[src/rtl/axil2lb_pkg.sv]
// axil2lb_pkg: shared definitions for the AXI4-Lite to Local Bus bridge.
//   RESP_OKAY - AXI response code; the bridge only ever returns OKAY.
//   w_state_e - write-channel FSM states (kept in the top module).
//   r_state_e - read-channel FSM states (kept in axil2lb_rch).
package axil2lb_pkg;

  localparam logic [1:0] RESP_OKAY = 2'b00;

  typedef enum logic [1:0] {
    W_IDLE,
    W_LB,
    W_RESP
  } w_state_e;

  typedef enum logic [1:0] {
    R_IDLE,
    R_LB,
    R_RESP
  } r_state_e;

endpackage

[src/rtl/axil2lb_rch.sv]
// axil2lb_rch: read channel of the AXI4-Lite to Local Bus bridge.
//   clk, rst                         - clock, asynchronous active-high reset
//   axil_araddr/arvalid/arready      - AXI read address channel (slave side)
//   axil_rdata/rresp/rvalid/rready   - AXI read data channel (slave side)
//   lb_raddr/lb_ren                  - Local Bus read request (held until lb_rvalid)
//   lb_rdata/lb_rvalid               - Local Bus read return
module axil2lb_rch
  import axil2lb_pkg::*;
#(
  parameter int ADDR_W = 16,
  parameter int DATA_W = 32
) (
  input  logic              clk,
  input  logic              rst,
  input  logic [ADDR_W-1:0] axil_araddr,
  input  logic              axil_arvalid,
  output logic              axil_arready,
  output logic [DATA_W-1:0] axil_rdata,
  output logic [1:0]        axil_rresp,
  output logic              axil_rvalid,
  input  logic              axil_rready,
  output logic [ADDR_W-1:0] lb_raddr,
  output logic              lb_ren,
  input  logic [DATA_W-1:0] lb_rdata,
  input  logic              lb_rvalid
);

  r_state_e state;

  // Gated with rst so arready is low throughout reset but high on the very
  // first cycle after it falls, without waiting for a clock edge.
  assign axil_arready = (state == R_IDLE) && !rst;
  assign axil_rresp   = RESP_OKAY;

  always_ff @(posedge clk or posedge rst) begin
    if (rst) begin
      state       <= R_IDLE;
      lb_raddr    <= '0;
      lb_ren      <= 1'b0;
      axil_rdata  <= '0;
      axil_rvalid <= 1'b0;
    end else begin
      unique case (state)
        R_IDLE: begin
          if (axil_arvalid) begin
            lb_raddr <= axil_araddr;
            lb_ren   <= 1'b1;
            state    <= R_LB;
          end
        end
        R_LB: begin
          if (lb_rvalid) begin
            axil_rdata  <= lb_rdata;
            lb_ren      <= 1'b0;
            axil_rvalid <= 1'b1;
            state       <= R_RESP;
          end
        end
        R_RESP: begin
          if (axil_rready) begin
            axil_rvalid <= 1'b0;
            state       <= R_IDLE;
          end
        end
        default: begin
          state       <= R_IDLE;
          lb_ren      <= 1'b0;
          axil_rvalid <= 1'b0;
        end
      endcase
    end
  end

endmodule

[src/rtl/axil2lb.sv]
// axil2lb: AXI4-Lite slave to simple Local Bus master bridge.
//   clk, rst                            - clock, asynchronous active-high reset
//   axil_aw*, axil_w*, axil_b*          - AXI write channels (slave side)
//   axil_ar*, axil_r*                   - AXI read channels (slave side)
//   lb_waddr/wdata/wstrb/wen, lb_wready - Local Bus write (wen held until wready)
//   lb_raddr/ren, lb_rdata/rvalid       - Local Bus read (ren held until rvalid)
// Write and read paths are independent; no ordering between them is implied.
module axil2lb
  import axil2lb_pkg::*;
#(
  parameter int ADDR_W = 16,
  parameter int DATA_W = 32,
  parameter int STRB_W = DATA_W / 8
) (
  input  logic              clk,
  input  logic              rst,
  input  logic [ADDR_W-1:0] axil_awaddr,
  input  logic              axil_awvalid,
  output logic              axil_awready,
  input  logic [DATA_W-1:0] axil_wdata,
  input  logic [STRB_W-1:0] axil_wstrb,
  input  logic              axil_wvalid,
  output logic              axil_wready,
  output logic [1:0]        axil_bresp,
  output logic              axil_bvalid,
  input  logic              axil_bready,
  input  logic [ADDR_W-1:0] axil_araddr,
  input  logic              axil_arvalid,
  output logic              axil_arready,
  output logic [DATA_W-1:0] axil_rdata,
  output logic [1:0]        axil_rresp,
  output logic              axil_rvalid,
  input  logic              axil_rready,
  output logic [ADDR_W-1:0] lb_waddr,
  output logic [DATA_W-1:0] lb_wdata,
  output logic [STRB_W-1:0] lb_wstrb,
  output logic              lb_wen,
  input  logic              lb_wready,
  output logic [ADDR_W-1:0] lb_raddr,
  output logic              lb_ren,
  input  logic [DATA_W-1:0] lb_rdata,
  input  logic              lb_rvalid
);

  w_state_e w_state;
  logic     aw_held;
  logic     w_held;
  logic     aw_hs;
  logic     w_hs;

  // Each channel stays ready in W_IDLE until its own beat has been captured,
  // so AW and W may arrive in either order or together.
  assign axil_awready = (w_state == W_IDLE) && !aw_held && !rst;
  assign axil_wready  = (w_state == W_IDLE) && !w_held && !rst;
  assign axil_bresp   = RESP_OKAY;

  assign aw_hs = axil_awvalid && axil_awready;
  assign w_hs  = axil_wvalid && axil_wready;

  always_ff @(posedge clk or posedge rst) begin
    if (rst) begin
      w_state     <= W_IDLE;
      aw_held     <= 1'b0;
      w_held      <= 1'b0;
      lb_waddr    <= '0;
      lb_wdata    <= '0;
      lb_wstrb    <= '0;
      lb_wen      <= 1'b0;
      axil_bvalid <= 1'b0;
    end else begin
      unique case (w_state)
        W_IDLE: begin
          if (aw_hs) begin
            lb_waddr <= axil_awaddr;
            aw_held  <= 1'b1;
          end
          if (w_hs) begin
            lb_wdata <= axil_wdata;
            lb_wstrb <= axil_wstrb;
            w_held   <= 1'b1;
          end
          // Leave on the edge that completes the pair, not one cycle later.
          if ((aw_held || aw_hs) && (w_held || w_hs)) begin
            lb_wen  <= 1'b1;
            w_state <= W_LB;
          end
        end
        W_LB: begin
          if (lb_wready) begin
            lb_wen      <= 1'b0;
            axil_bvalid <= 1'b1;
            w_state     <= W_RESP;
          end
        end
        W_RESP: begin
          if (axil_bready) begin
            axil_bvalid <= 1'b0;
            aw_held     <= 1'b0;
            w_held      <= 1'b0;
            w_state     <= W_IDLE;
          end
        end
        default: begin
          w_state     <= W_IDLE;
          aw_held     <= 1'b0;
          w_held      <= 1'b0;
          lb_wen      <= 1'b0;
          axil_bvalid <= 1'b0;
        end
      endcase
    end
  end

  axil2lb_rch #(
    .ADDR_W(ADDR_W),
    .DATA_W(DATA_W)
  ) u_rch (
    .clk          (clk),
    .rst          (rst),
    .axil_araddr  (axil_araddr),
    .axil_arvalid (axil_arvalid),
    .axil_arready (axil_arready),
    .axil_rdata   (axil_rdata),
    .axil_rresp   (axil_rresp),
    .axil_rvalid  (axil_rvalid),
    .axil_rready  (axil_rready),
    .lb_raddr     (lb_raddr),
    .lb_ren       (lb_ren),
    .lb_rdata     (lb_rdata),
    .lb_rvalid    (lb_rvalid)
  );

endmodule

[config.mk]
export PLATFORM = sky130hd
export DESIGN_NAME = axil2lb
export DESIGN_NICKNAME = d
export VERILOG_FILES = /design/src/rtl/axil2lb_pkg.sv /design/src/rtl/axil2lb_rch.sv /design/src/rtl/axil2lb.sv
export SDC_FILE = /design/constraint.sdc
export NUM_CORES = 1
export LEC_CHECK = 0
export CAP_MARGIN = 30
export CELL_PAD_IN_SITES_DETAIL_PLACEMENT = 0
export CELL_PAD_IN_SITES_GLOBAL_PLACEMENT = 1
export CORE_ASPECT_RATIO = 0.8
export CORE_UTILIZATION = 31
export CTS_CLUSTER_DIAMETER = 200
export DETAILED_ROUTE_END_ITERATION = 16
export MAX_ROUTING_LAYER = met4
export PLACE_DENSITY_LB_ADDON = 0.1
export RECOVER_POWER = 50
export SETUP_SLACK_MARGIN = 0.3
export SYNTH_ARGS = -nofsm -noshare
export SYNTH_HDL_FRONTEND = slang
export SYNTH_SLANG_ARGS = --single-unit
[constraint.sdc]
create_clock -name clk -period 4.7 [get_ports clk]
set_clock_uncertainty 0.2 [all_clocks]
set_input_delay 0.94 -clock clk [delete_from_list [all_inputs] [get_ports clk]]
set_output_delay 0.94 -clock clk [all_outputs]
set_load 0.01 [all_outputs]
* After elaboration in Yosys (flattened, before gate mapping)
Cells that the tools add are included.
Word-level totals: register bits 110, bits in latches 0, memory bits (writable) 0, memory bits (read-only) 0, input bits 109, output and inout bits 111, memories 0
Cells by class: add/sub/neg operators 0, $mul 0, divide/modulo/power cells 0, magnitude comparators 0, equal/unequal tests 12, shifts and indexed selects 0, multiplexer cells 24, bitwise logic cells 5, reductions and logical operators 27
Operators with widths (count):
- $reduce_and 3->1 | 8
- $pmux 1 s3 | 6
- $ne 2x2->1 const B | 7
- $mux 2 | 6
- $pmux 2 s3 | 2
- $mux 1 | 10
- $logic_and 1x1->1 | 8
- $reduce_and 2->1 | 4
- $not 1->1 | 5
- $eq 2x1->1 const B | 2
- $eq 2x2->1 const B | 2
- $logic_not 2->1 | 2
- $logic_not 1->1 | 3
- $logic_or 1x1->1 | 2
- $ne 2x1->1 const B | 1

* Depth between registers and ports, before layout
word-level depth 8, gate-level depth with buffers 5, mapped depth without buffers 3

* Cells and area by module
Synthesis repeated with hierarchy kept, for this count alone.
Unflattened totals: cell total of the unflattened synthesis 270, area, all modules 4450.5 um^2
Modules (own cells, without submodules):
- axil2lb | times used 1, cells an instance 145, area an instance 2389.8 um^2, sequential area each 1451.4 um^2
- axil2lb_rch | times used 1, cells an instance 125, area an instance 2060.7 um^2, sequential area each 1301.2 um^2

* Least setup slack after synthesis
Ideal clock, no wire load.
path kind input to output, from in rst, to out axil_wready, arrival time 1270 ps, data required time 3560 ps, slack 2290 ps, stages on the path 1, buffers on the path 0, cell sequence nor4_4
Between the ends: longest elaborated chain between the ends 2
RTL lines:
- start: declaration | RTL line axil2lb.sv:16 | input logic rst,
- $logic_not 1->1 | RTL line axil2lb.sv:54 | assign axil_wready = (w_state == W_IDLE) && !w_held && !rst;
- $logic_and 1x1->1 | RTL line axil2lb.sv:54
- end: declaration | RTL line axil2lb.sv:23 | output logic axil_wready,
Every way passes these cells.

* Worst setup path in the final report
Same ends and word-level chain as after synthesis.

==> qor.yml <==
status:
  status: "complete, but fails checks"
  violations: "capacitance limit, slew limit"
floorplan:
  pin_count: 220
  start_util_pct: 31.91
  die-area_sq_mm: 0.01453
  core_area_sq_mm: 0.01365
  fp-row-count: 38
  dieWidth_microns: 134.5
  fp.dieH_microns: 108
timing:
  hold_viol: 0
  post-route-min-period_ps: 3723
  worst_slack_ps: 977.2
  finalSetupViolCount: 0
  drv_slew: 54
  rsz0062_at_grt: "false"
  fmax_ghz: 0.2686
  post-route-period-util_pct: 79.21
  tns_ps: 0
  worstMarginPinSlew_ps: 2463
  slew_headroom_pct: -65.12
  hold_ws_ps: 289.7
clock_tree:
  hold_buffers: 0
  htree_levels: 3
  cts_sinks: 110
  cts-root-buf: "clkbuf_16"
  insertion_delay_ps: 340
  clk_pin_slew_ps: 70
  clockBufferDepth: 2
  post_cts_resized: 0
  cts_buffers: 9
  post_cts_buffers: 0
  cts_tree: "done"
finish:
  drive_above_1_share_pct: 24.95
  fin_area_sq_mm: 0.006962
  post-route-util_pct: 51.02
  nets: 593
  antenna_cells: 0
  area_growth_pct: 59.89
drt:
  ant_nets: 0
  num_vias: 2903
  drt_iter0_drc: 78
  viasPerCell: 4.339
  routed_wl_microns: 10170
  firstDrtPassIters: 4
  drc_errors: 0
  wire_per_inst_microns: 15.21
job:
  cap_violations: 1
synthesis:
  ys_types: 23
  synth_area_leaders: "dfrtp_1 63%, mux2_2 18%, mux2_4 10%, buf_6 1.3%, nor4_4 0.98%"
  synth_top_area_share_pct: 63.22
  synth-seq-area-share_pct: 63.22
  syn_area_per_cell_sq_um: 16.37
  yosys.area.top_type: "dfrtp_1"
  synth.ff_latch_count: 110
  yosysWarnings: 0
  synth_common_cells: "110 x dfrtp_1, 71 x mux2_2, 29 x mux2_4, 8 x nand2_1, 8 x o21ai_0"
  synthArstFlopShare_pct: 100.0
  synth.cell_area_sq_mm: 0.004354
  ys_dominant_reg_cell: "dfrtp_1"
  synth_edf_count: 0
  yosysMostFrequentCell: "dfrtp_1"
  syn_inst: 266
setup_path:
  crit_slowest_cell: "dlygate4sd3_1"
  path_max_fanout: 6
  max_stage_delay_ps: 700
  cp-end-kind: "output pin"
  start_kind: "input pin"
  cp_top_family: "buffers and inverters"
  path_class: "in2out"
  worstPathCellList: "dlygate4sd3_1, nor4_4, clkdlybuf4s50_1"
  cp.required_ps: 3560
  crit_arrival_ps: 2580
  path_buf_inv: 2
global_route:
  antenna_found_initial: 0
  grt_pass1_wl_microns: 15410
  grt_pass1_vias: 2977
  grt_max_degree: 58
  overflow: 0
  grtUsageTotal_pct: 14.36
placed_design:
  hpwl_microns: 7516
  post-place-ws_ps: 993.6
  place_area_sq_mm: 0.006670
  io_buffers: 215
  gp_congestion: 0.6964
pwr:
  p_comb_share_pct: 43.1
  peakVddDrop_mv: 0.2647
  clockPowerShare_pct: 17.8
  switching_share_pct: 29.50
  power_density_mw_per_mm2: 613.1
  switching_power_mw: 1.259
  p_int_mw: 3.009
  sequentialPowerShare_pct: 39.1
  p_leak_nw: 3.019
min_path:
  hp-class: "reg2reg"
[per-layer routing]
layer,GRT usage [%],vias to the layer above,routed length [microns]
li1,-,1358,-
met1,17.51,1398,4393
met2,22.21,135,4727
met3,5.157,12,872
met4,4.655,0,179
met5,-,-,0
[worst paths after layout]
path / start / endpoint / slack (ps) / cells after the start
setup / recovery: rst / axil_wready / 980 / 3
hold / removal: u_rch.axil_rvalid$_DFFE_PP0P_ / u_rch.axil_rvalid$_DFFE_PP0P_ / 290 / 2
setup reg to reg: u_rch.state[1]$_DFFE_PP0P_ / u_rch.axil_rdata[8]$_DFFE_PP0P_ / 2040 / 4
hold reg to reg: u_rch.axil_rvalid$_DFFE_PP0P_ / u_rch.axil_rvalid$_DFFE_PP0P_ / 290 / 2
max in group asynchronous: rst / u_rch.axil_rdata[31]$_DFFE_PP0P_ / 1430 / 2
min in group asynchronous: rst / u_rch.lb_raddr[1]$_DFFE_PP0P_ / 1760 / 2
[cell families after synthesis]
| family | synth area share, % |
|---|---|
| compound gates | 1.753 |
| buf+inv | 2.960 |
| flops | 63.22 |
| mux | 28.59 |
| other cells | 0.08612 |
| simple gates | 3.391 |
[power by group through the flow]
stage | registers [mW] | logic (mW) | clock network (mW)
final | 1.67 | 1.84 | 0.758
after global routing | 1.74 | 1.96 | 0.828
after CTS | 1.70 | 2.01 | 0.794
after detailed placement | 1.70 | 2.01 | 0
after global placement | 1.68 | 1.99 | 0
after floorplan | 1.88 | 0.678 | 0
[cell usage in the layout, fill, tap and decap left out]
cell,Yosys,layout
bufinv_16,0,1
buf_6,5,1
clkdlybuf4s50_1,0,123
nor2b_1,2,2
dlygate4sd3_1,0,92
mux2i_1,1,1
mux2_4,29,29
a21oi_1,4,4
conb_1,1,4
clkinv_2,0,1
nand2_1,8,8
inv_1,4,3
nand2_4,1,1
buf_12,0,1
clkinv_4,0,1
nand2_2,1,1
o221ai_1,1,1
clkinvlp_4,0,2
mux2_2,71,71
clkbuf_16,0,9
nor3b_1,0,1
dfrtp_1,110,110
clkbuf_1,0,2
nor2_1,3,3
nand3_1,2,2
o31ai_1,1,1
clkinvlp_2,0,1
nor4_4,2,2
nand2b_1,1,1
clkbuf_8,0,1
nor3_1,1,1
o21ai_0,8,8
[stage by stage]
step	std cells	power [mW]
after floorplan	269	2.563
after global placement	652	3.678
after detailed placement	653	3.708
after CTS	669	4.502
after global routing	669	4.522
final	669	4.268
[worst register-to-register path, delay by kind of cell, from the launching register on]
kind | cells | cell delay, ps
flops | 1 | 410
mux | 1 | 440
buf+inv | 2 | 1150
simple gates | 1 | 340
[state kept, by name (all words and copies together), names as in the netlist]
name               flops
u_rch.axil_rvalid      1
lb_wen                 1
u_rch.lb_ren           1
w_held                 1
u_rch.lb_raddr        16
lb_waddr              16
lb_wdata              32
u_rch.axil_rdata      32
axil_bvalid            1
w_state                2
aw_held                1
u_rch.state            2
lb_wstrb               4
[final cells by class]
cell class,instances,area (sq um)
clock inverters,5,58.81
multi-input cells,141,1479
fillers,1171,6684
flip-flops and latches,110,2753
clock buffers,11,242.7
inverters,4,16.27
repair buffers,218,2187
well taps,180,225.2
Power figures use the tool's default switching activity.
